--- src/rtl/hyperram_burst_split.sv ---
// hyperram_burst_split
//   Splits Avalon-MM client bursts (1..255 words, burstcount 0 taken as 1)
//   into sub-bursts of at most G_MAX_BURST words. A sub-burst never crosses a
//   G_MAX_BURST-aligned word boundary, so each one fits a single HyperRAM
//   wrapped-burst window. Register-space accesses (address bit 31 set) are
//   never split. Read data is forwarded combinationally and in order.
// Ports
//   clk_i, rst_i             : clock, asynchronous active-high reset
//   s_avm_*                  : client slave port (command, write data, read data)
//   m_avm_*                  : master port towards the HyperRAM configurator
module hyperram_burst_split #(
  parameter int unsigned G_MAX_BURST = 16
) (
  input  logic        clk_i,
  input  logic        rst_i,
  input  logic        s_avm_write_i,
  input  logic        s_avm_read_i,
  input  logic [31:0] s_avm_address_i,
  input  logic [15:0] s_avm_writedata_i,
  input  logic [1:0]  s_avm_byteenable_i,
  input  logic [7:0]  s_avm_burstcount_i,
  output logic [15:0] s_avm_readdata_o,
  output logic        s_avm_readdatavalid_o,
  output logic        s_avm_waitrequest_o,
  output logic        m_avm_write_o,
  output logic        m_avm_read_o,
  output logic [31:0] m_avm_address_o,
  output logic [15:0] m_avm_writedata_o,
  output logic [1:0]  m_avm_byteenable_o,
  output logic [7:0]  m_avm_burstcount_o,
  input  logic [15:0] m_avm_readdata_i,
  input  logic        m_avm_readdatavalid_i,
  input  logic        m_avm_waitrequest_i
);

  typedef enum logic [1:0] {IDLE, WR, RD_ACK, RD_ISSUE} state_t;

  state_t      r_state;
  state_t      w_next;
  logic [31:0] r_cur_addr;
  logic [7:0]  r_remaining;
  logic [7:0]  r_sub_len;
  logic [7:0]  r_sub_left;

  logic [7:0]  w_bc;
  logic        w_beat;
  logic [31:0] w_addr_p1;
  logic [31:0] w_addr_sub;
  logic [7:0]  w_len_cmd;
  logic [7:0]  w_len_cur;
  logic [7:0]  w_len_wr_next;
  logic [7:0]  w_len_rd_next;

  // Words left before the next window boundary, capped by the words remaining.
  // Only the low address byte matters because G_MAX_BURST <= 128.
  function automatic logic [7:0] f_sub_len(input logic top, input logic [7:0] low,
                                           input logic [7:0] rem);
    logic [7:0] room;
    room = 8'(G_MAX_BURST) - (low & 8'(G_MAX_BURST - 1));
    if (top || (rem < room)) return rem;
    return room;
  endfunction

  // Bit 31 selects the address space and is never carried into.
  function automatic logic [31:0] f_inc(input logic [31:0] addr, input logic [7:0] n);
    return {addr[31], addr[30:0] + {23'd0, n}};
  endfunction

  assign w_bc          = (s_avm_burstcount_i == 8'd0) ? 8'd1 : s_avm_burstcount_i;
  assign w_beat        = s_avm_write_i & ~m_avm_waitrequest_i;
  assign w_addr_p1     = f_inc(r_cur_addr, 8'd1);
  assign w_addr_sub    = f_inc(r_cur_addr, r_sub_len);
  assign w_len_cmd     = f_sub_len(s_avm_address_i[31], s_avm_address_i[7:0], w_bc);
  assign w_len_cur     = f_sub_len(r_cur_addr[31], r_cur_addr[7:0], r_remaining);
  assign w_len_wr_next = f_sub_len(w_addr_p1[31], w_addr_p1[7:0], r_remaining - 8'd1);
  assign w_len_rd_next = f_sub_len(w_addr_sub[31], w_addr_sub[7:0], r_remaining - r_sub_len);

  // State register
  always_ff @(posedge clk_i or posedge rst_i) begin
    if (rst_i) r_state <= IDLE;
    else       r_state <= w_next;
  end

  // Next-state logic
  always_comb begin
    w_next = r_state;
    case (r_state)
      IDLE: begin
        if (s_avm_write_i)     w_next = WR;
        else if (s_avm_read_i) w_next = RD_ACK;
      end
      WR:       if (w_beat && (r_remaining == 8'd1)) w_next = IDLE;
      RD_ACK:   w_next = RD_ISSUE;
      RD_ISSUE: if (!m_avm_waitrequest_i && (r_remaining == r_sub_len)) w_next = IDLE;
      default:  w_next = IDLE;
    endcase
  end

  // Outputs
  always_comb begin
    s_avm_waitrequest_o = 1'b1;
    m_avm_write_o       = 1'b0;
    m_avm_read_o        = 1'b0;
    case (r_state)
      WR: begin
        m_avm_write_o       = s_avm_write_i;
        s_avm_waitrequest_o = m_avm_waitrequest_i;
      end
      RD_ACK:   s_avm_waitrequest_o = 1'b0;
      RD_ISSUE: m_avm_read_o = 1'b1;
      default: ;
    endcase
  end

  assign m_avm_address_o       = r_cur_addr;
  assign m_avm_burstcount_o    = r_sub_len;
  assign m_avm_writedata_o     = s_avm_writedata_i;
  assign m_avm_byteenable_o    = s_avm_byteenable_i;
  assign s_avm_readdata_o      = m_avm_readdata_i;
  assign s_avm_readdatavalid_o = m_avm_readdatavalid_i;

  // Datapath counters
  always_ff @(posedge clk_i or posedge rst_i) begin
    if (rst_i) begin
      r_cur_addr  <= '0;
      r_remaining <= '0;
      r_sub_len   <= '0;
      r_sub_left  <= '0;
    end else begin
      case (r_state)
        IDLE: begin
          if (s_avm_write_i) begin
            r_cur_addr  <= s_avm_address_i;
            r_remaining <= w_bc;
            r_sub_len   <= w_len_cmd;
            r_sub_left  <= w_len_cmd;
          end else if (s_avm_read_i) begin
            r_cur_addr  <= s_avm_address_i;
            r_remaining <= w_bc;
          end
        end
        WR: begin
          if (w_beat) begin
            r_cur_addr  <= w_addr_p1;
            r_remaining <= r_remaining - 8'd1;
            // Reload on the last beat of a sub-burst so the next one starts
            // without a bubble.
            if ((r_sub_left == 8'd1) && (r_remaining != 8'd1)) begin
              r_sub_len  <= w_len_wr_next;
              r_sub_left <= w_len_wr_next;
            end else begin
              r_sub_left <= r_sub_left - 8'd1;
            end
          end
        end
        RD_ACK: r_sub_len <= w_len_cur;
        RD_ISSUE: begin
          if (!m_avm_waitrequest_i) begin
            r_cur_addr  <= w_addr_sub;
            r_remaining <= r_remaining - r_sub_len;
            if (r_remaining != r_sub_len) r_sub_len <= w_len_rd_next;
          end
        end
        default: ;
      endcase
    end
  end

endmodule

--- config.mk ---
export PLATFORM = sky130hd
export DESIGN_NAME = hyperram_burst_split
export DESIGN_NICKNAME = d
export VERILOG_FILES = /design/src/rtl/hyperram_burst_split.sv
export SDC_FILE = /design/constraint.sdc
export NUM_CORES = 1
export LEC_CHECK = 0
export CORE_AREA = 2 2 110 112
export CTS_CLUSTER_SIZE = 40
export DETAILED_ROUTE_END_ITERATION = 12
export DIE_AREA = 0 0 112 114
export PLACE_DENSITY = 0.87
export RECOVER_POWER = 50
export SKIP_CTS_REPAIR_TIMING = 1
export SLEW_MARGIN = 5
export SYNTH_ARGS = -nofsm -noshare
export SYNTH_HDL_FRONTEND = slang
export SYNTH_SLANG_ARGS = --single-unit
--- constraint.sdc ---
create_clock -name clk_i -period 9.3 [get_ports clk_i]
set_clock_uncertainty 0.15 [all_clocks]
set_input_delay 1.86 -clock clk_i [delete_from_list [all_inputs] [get_ports clk_i]]
set_output_delay 1.86 -clock clk_i [all_outputs]
set_load 0.005 [all_outputs]
---- Yosys cells after proc, flatten, opt, wreduce, memory -nomap -nowiden ----
Cells that the tools add are included.
storage, ports and cells
  logic and storage cells ................. 97
  input port bits ......................... 80
  output and inout port bits .............. 78
  register bits ........................... 58
operators by class
  equality and inequality tests ........... 16
  reductions and logical operators ........ 18
  mux-type cells .......................... 40
  add/sub/neg operators ................... 9
  magnitude comparators ................... 4
  bitwise operators ....................... 4
operator list
  kind                                                 number
  two-way mux 8 bit                                    20
  one-hot mux 32 bit (3 select lines)                  1
  two-way mux 32 bit                                   2
  two-way mux 31 bit                                   2
  less-than comparator 8 bit                           4
  one-hot mux 8 bit (4 select lines)                   1
  adder 31 x 1 -> 31 bit, second input constant        1
  adder 31 x 8 -> 31 bit                               1
  one-hot mux 8 bit (3 select lines)                   1
  subtractor 5 x 4 -> 6 bit, first input constant      4
  equality test 8 x 1 -> 1 bit, second input constant  2
  one-hot mux 8 bit (2 select lines)                   1
  subtractor 8 x 1 -> 8 bit, second input constant     2
  != test 2 bit, second input constant                 7
  equality test 8 bit                                  1
  logical NOT 8 bit                                    1
  two-way mux 2 bit                                    4
  != test 8 x 1 -> 1 bit, second input constant        1
  != test 8 bit                                        1
  one-hot mux 2 bit (4 select lines)                   1
  AND reduction 4 bit                                  2
  subtractor 8 bit                                     1
  two-way mux 1 bit                                    6
  AND reduction 3 bit                                  2
  13 further kinds                                     22

---- Longest topological paths before layout ----
Gate-level depths: netlist of the first run.
  depth after elaboration ................. 9
  gate-level depth with buffers ........... 16
  mapped depth without buffers ............ 14

---- Worst setup path after synthesis of the first run ----
No wires, ideal clock.
  path type ............................... input-to-output
  start ................................... input s_avm_write_i
  end ..................................... output m_avm_write_o
  data required time ...................... 7.290 ns
  stages .................................. 3
  data arrival time ....................... 2.236 ns
  buffers on the path ..................... 1
  setup slack ............................. 5.054 ns
  cell sequence ........................... clkbuf_1 inv_1 nor2_1
on the way
  longest elaborated chain between the ends .. 1
ends and longest elaborated chain
  what               line  source
  from (decl)        16    input logic s_avm_write_i,
  two-way mux 1 bit  104   case (r_state)
  to (decl)          25    output logic m_avm_write_o,
Every way passes these cells.

---- Worst setup path in the final report of the first run ----
  start ................................... register r_state[1]
  end ..................................... output s_avm_waitrequest_o
on the way
  longest elaborated chain between the ends .. 2
  elaborated cells between the ends (all ways) .. 3
  those cells by class .................... 2 x eq/ne; 1 x mux
ends and longest elaborated chain
  what                                                                 line  source
  from (decl)                                                          38    state_t r_state;
  from (signal assigned)                                               81    else r_state <= w_next;
  equality test 2 bit or equality test 2 x 1 -> 1 bit (tied branches)  104
  one-hot mux 1 bit (2 select lines) (*)                               104
  to (decl)                                                            24    output logic s_avm_waitrequest_o,
Mark *: on every way between the ends. The rest lies on a longest branch, timed or not.

==> metrics.csv, run 1 <==
metric;value;unit
seq_area;0.00145;mm²
rsz0062_at_grt;false;
num_vias;6601;
drtIter0Drc;856;
status;complete, but fails checks;
setup_viol;0;
critPathKind;flop to output pin;
clk_pin_slew;0.06;ns
max_slew_margin;-124;%
period_needed;5.41;ns
syn_area;0.00626;mm²
fillers;1028;
die_h;114;µm
seqPwrFrac;21.2;%
coreArea;0.0117;mm²
synth_seq_area_share;23.2;%
first_pass_iters;6;
critical_path.max_fanout;44;
drive_gt1_share;4.82;%
routed_wirelength;19500;µm
p_switching;1.35;mW
failed_checks;capacitance limit, slew limit;
antenna_found_initial;0;
syn_inst;828;
crit_chain;buf_4 -> clkinv_1 -> nand2_1 -> nor2_1 -> a21oi_1 -> clkdlybuf4s50_1;
fp.dieW;112;µm
yosys_warnings;0;
p_int;1.34;mW
crit_slowest_cell;nand2_1;
rows;40;
period_share;58.1;%
dp_hpwl;13800;µm
synth_edf_count;0;
maxCapViolations;1;
tightest_slew;3.36;ns
grt_pass1_vias;6249;
insertion_delay;0.35;ns
swShare;50.2;%
grtUsageTotal;30.5;%
cts_buffer_depth;2;
ir_drop;0.000223;V
final_area;0.00717;mm²
ys.flop_type;dfrtp_1;
htreeDepth;3;
grt.overflow.total;0;
synthDistinctLibCells;81;
final.setup.tns;0;ns
ys_ff_latch;58;
hold_path.class;flop to flop;
max_stage_delay;0.87;ns
cts_buffers;9;
finalHoldViolations;0;
syn_area_per_cell;7.56;µm²
slew_viol_final;59;
placed_cell_area;0.00687;mm²
grt_max_degree;59;
io_buffers;87;
ys_async_sr_fraction;100;%
areaGrowthSynthToFinish;14.5;%
wl_per_cell;19.6;µm
multiInputGateArea;0.00415;mm²
cellPowerDensity;375;mW/mm²
io-pin-count;158;
cts-root-buf;clkbuf_16;
grt_pass1_wl;31500;µm
gp_congestion;1.01;
power.leakage;2.99;nW
initial_core_util;53.5;%
cts_sinks;58;
final_nets;967;
synth_nets;949;
combPwrFrac;65.9;%
diodes;0;
crit_path_start_kind;flop;
avgViaCountPerCell;6.61;
crit_path_end_kind;output pin;
critPathRequiredTime;7.29;ns
fmax;185;MHz
cts_tree;yes;
cp.arrival;3.40;ns
p_clk_share;12.8;%
die_area;0.0128;mm²
drt.antenna.violating_nets;0;
drc;0;
-- metal layers --
metal,track usage [%],routed length [µm],vias to the layer above
met3,6.27,1910,98
met5,0,0,-
met4,17.8,1110,0
li1,-,-,3011
met1,38.6,7660,3067
met2,48.5,8860,425
-- cell usage after synthesis, types with 15 or more instances --
cell      number  area, µm²
ha_1          39        488
inv_1         44        165
nor2_1        76        285
xnor2_1       15        131
a21oi_1       67        335
a31oi_1       20        125
clkbuf_1      31        116
mux2i_1       20        200
o21ai_0       56        280
dfrtp_1       58       1450
xor2_1        26        228
nand2_1       80        300
nand3_1       30        150
nor3_1        31        155
buf_4         38        285
-- state kept, by name, summed over array words and instances (netlist names) --
name                cells
r_state                 2
m_avm_burstcount_o      8
r_sub_left              8
r_remaining             8
m_avm_address_o        32
-- stage by stage --
step                worst slack [ns]  power (mW)  util, %  hold slack (ns)  instances
global route                    3.28        2.90     61.2            0.458        998
global placement                4.14        2.25     58.7            0.400        982
CTS                             4.00        2.66     61.3            0.418        998
detailed placement              4.12        2.30     58.7            0.398        982
finish                          3.89        2.69     61.2            0.418        998
floorplan                       5.05        1.80        -            0.366        828
-- cell type report --
class / instances / share of cell area [%]
Multi-Input combinational cell: 638 / 57.9
Inverter: 46 / 2.41
Timing Repair Buffer: 93 / 12.7
Clock buffer: 10 / 3.33
Tap cell: 147 / 2.57
Sequential cell: 58 / 20.2
Clock inverter: 6 / 0.925
-- critical path, delay by kind of cell (launching register included) --
family / cells / cell delay, ns
buffers and inverters: 3 / 1.61
flip-flops: 1 / 0.33
AO/OA/AOI/OAI: 1 / 0.15
AND/OR/NAND/NOR: 2 / 0.96
-- worst paths after layout --
check	startpoint	end	cells past startpoint	slack, ns
max in group asynchronous	rst_i	m_avm_address_o[3]	3	4.00
worst min register to register	m_avm_address_o[27]	m_avm_address_o[27]	1	0.42
worst max register to register	r_remaining[0]	m_avm_burstcount_o[3]	12	4.96
worst min-delay path	m_avm_address_o[27]	m_avm_address_o[27]	1	0.42
min in group asynchronous	rst_i	r_state[1]	3	3.10
worst max-delay path	r_state[1]	s_avm_waitrequest_o	6	3.89
-- kinds of logic (layout without fill, tap and decap cells) --
group,after synthesis,count (layout),synth area share [%]
AO/OA/AOI/OAI,256,256,26.7
XOR/XNOR,41,41,5.74
adder cells (fa/ha/maj),41,41,8.43
buffers and inverters,132,155,10.6
flip-flops,58,58,23.2
multiplexers,25,25,4.10
AND/OR/NAND/NOR,275,275,21.3
-- power groups by stage --
stage	Clock, mW	Combinational (mW)	Sequential, mW
3_3_place_gp	0	1.69	0.565
6_report	0.344	1.77	0.571
5_1_grt	0.352	1.96	0.588
4_1_cts	0.343	1.75	0.563
2_1_floorplan	0	1.33	0.471
3_5_place_dp	0	1.73	0.565
-- cells in the final DEF, fill, tap and decap left out, types with 5 or more instances in the layout --
master	instances
a211oi_1	13
a21o_1	5
a21oi_1	67
a221oi_1	8
a22o_1	6
a31oi_1	20
clkbuf_16	9
clkdlybuf4s50_1	51
dfrtp_1	58
dlygate4sd3_1	36
ha_1	39
inv_1	43
mux2_2	5
mux2i_1	20
nand2_1	80
nand3_1	30
nand4_1	7
nor2_1	76
nor2b_1	6
nor3_1	31
nor4_1	7
o211ai_1	7
o21a_1	8
o21ai_0	57
o22ai_1	11
o31ai_1	8
or4_1	6
xnor2_1	15
xor2_1	26
No activity file was read; power rests on OpenSTA's default activity.
==> run 2: changes to the inputs <==
Settings changed: CORE_AREA 2 2 110 112 to 2 2 114 116, DIE_AREA 0 0 112 114 to 0 0 116 118, PLACE_DENSITY 0.87 to 0.82.
Clock period 9.3 ns to 5.6 ns, I/O delays scaled along.
==> run 2 against run 1 <==
Net effect:
- the flow now finishes without violations
- register-to-register slack lost 3.6 ns
- via count shrank 1.9%
- global-route usage shrank 1.3 points
==> metrics.csv, run 2 (synthesis gave the netlist of run 1 again) <==
metric;value;unit
maxCapViolations;0;
drt.antenna.violating_nets;0;
cts_tree;yes;
grt_max_degree;59;
period_share;75.3;%
ir_drop;0.000287;V
io_buffers;87;
critPathRequiredTime;5.66;ns
critPathKind;flop to flop;
crit_slowest_cell;dfrtp_1;
first_pass_iters;6;
htreeDepth;3;
setup_viol;0;
antenna_found_initial;0;
path_buf_inv;1;
cts_buffers;9;
crit_path_end_kind;flop;
num_vias;6473;
diodes;0;
io-pin-count;158;
layout_common_cells;clkdlybuf4s50_1 (83), nand2_1 (80), nor2_1 (76), a21oi_1 (67), dfrtp_1 (58);
largest_reg_flops;32;
final.setup.tns;0;ns
status;complete, no violations;
dp_slack;1.46;ns
grt_pass1_vias;5990;
critical_path.max_fanout;14;
gp_congestion;1.01;
p_total;4.49;mW
slew_viol_final;0;
drc;0;
grtUsageTotal;29.1;%
die_h;118;µm
fmax;237;MHz
avgViaCountPerCell;6.32;
finalHoldViolations;0;
grt.overflow.total;0;
rows;41;
placed_cell_area;0.00692;mm²
insertion_delay;0.34;ns
coreArea;0.0124;mm²
grt_pass1_wl;31400;µm
final_nets;969;
mostFrequentLayoutCell;clkdlybuf4s50_1;
hold_path.class;flop to flop;
rsz0062_at_grt;false;
dp_hpwl;14200;µm
cellPowerDensity;623;mW/mm²
areaGrowthSynthToFinish;15.3;%
cts_sinks;58;
power.leakage;2.98;nW
hold_slack;0.433;ns
fp.dieW;116;µm
drive_gt1_share;5.16;%
tightest_slew;1.16;ns
max_stage_delay;0.62;ns
max_slew_margin;22.3;%
routed_wirelength;20000;µm
cts_buffer_depth;2;
die_area;0.0137;mm²
layout_setup_ws;1.38;ns
clk_pin_slew;0.06;ns
wl_per_cell;19.5;µm
cp.arrival;4.28;ns
initial_core_util;50.4;%
final_area;0.00721;mm²
crit_path_start_kind;flop;
crit_chain;ha_1 -> inv_1 -> fa_1 -> xor2_1 -> nand3_1 -> xor2_1 -> ha_1 -> nand2_1 -> a21oi_1 -> a211o_1 -> nor4_2 -> mux2_2 -> a221oi_1 -> a21oi_1;
crit_family;adder cells;
cts-root-buf;clkbuf_16;
period_needed;4.22;ns
drtIter0Drc;811;
[run 2: layer usage]
layer	up-vias	global-route usage (%)	share of wire (%)
li1	3017	-	-
met1	3010	39.1	42
met2	377	43.8	44
met3	69	7.00	9.7
met4	0	13.5	4.1
met5	-	0	0
[run 2: power breakdown]
part | total [mW] | switching (mW) | internal [mW] | leakage [nW]
Clock | 0.558 | 0.204 | 0.355 | 0.149
Combinational | 2.98 | 1.66 | 1.32 | 2.13
Sequential | 0.950 | 0.362 | 0.588 | 0.696
Total | 4.49 | 2.23 | 2.26 | 2.98
[run 2: path summary, 6_finish.rpt]
path | slack [ns] | cells after the start | from | to
worst max-delay path | 1.38 | 14 | m_avm_address_o[0] | m_avm_burstcount_o[3]
worst max register to register | 1.38 | 14 | m_avm_address_o[0] | m_avm_burstcount_o[3]
worst min register to register | 0.43 | 1 | m_avm_address_o[27] | m_avm_address_o[27]
min in group asynchronous | 1.30 | 3 | rst_i | m_avm_address_o[29]
max in group asynchronous | 3.47 | 3 | rst_i | m_avm_address_o[1]
worst min-delay path | 0.43 | 1 | m_avm_address_o[27] | m_avm_address_o[27]
[run 2: layout make-up]
type,count,area (µm²)
Inverter,46,173
Timing Repair Buffer,95,931
Fill cell,1168,5200
Multi-Input combinational cell,638,4150
Sequential cell,58,1450
Clock inverter,5,53.8
Tap cell,172,215
Clock buffer,11,243
[run 2: per-stage QoR]
step	instances	utilization, %
final	1025	58.1
after global routing	1025	58.1
after CTS	1025	58.1
after detailed placement	1009	55.7
after global placement	1009	55.7
after floorplan	828	-
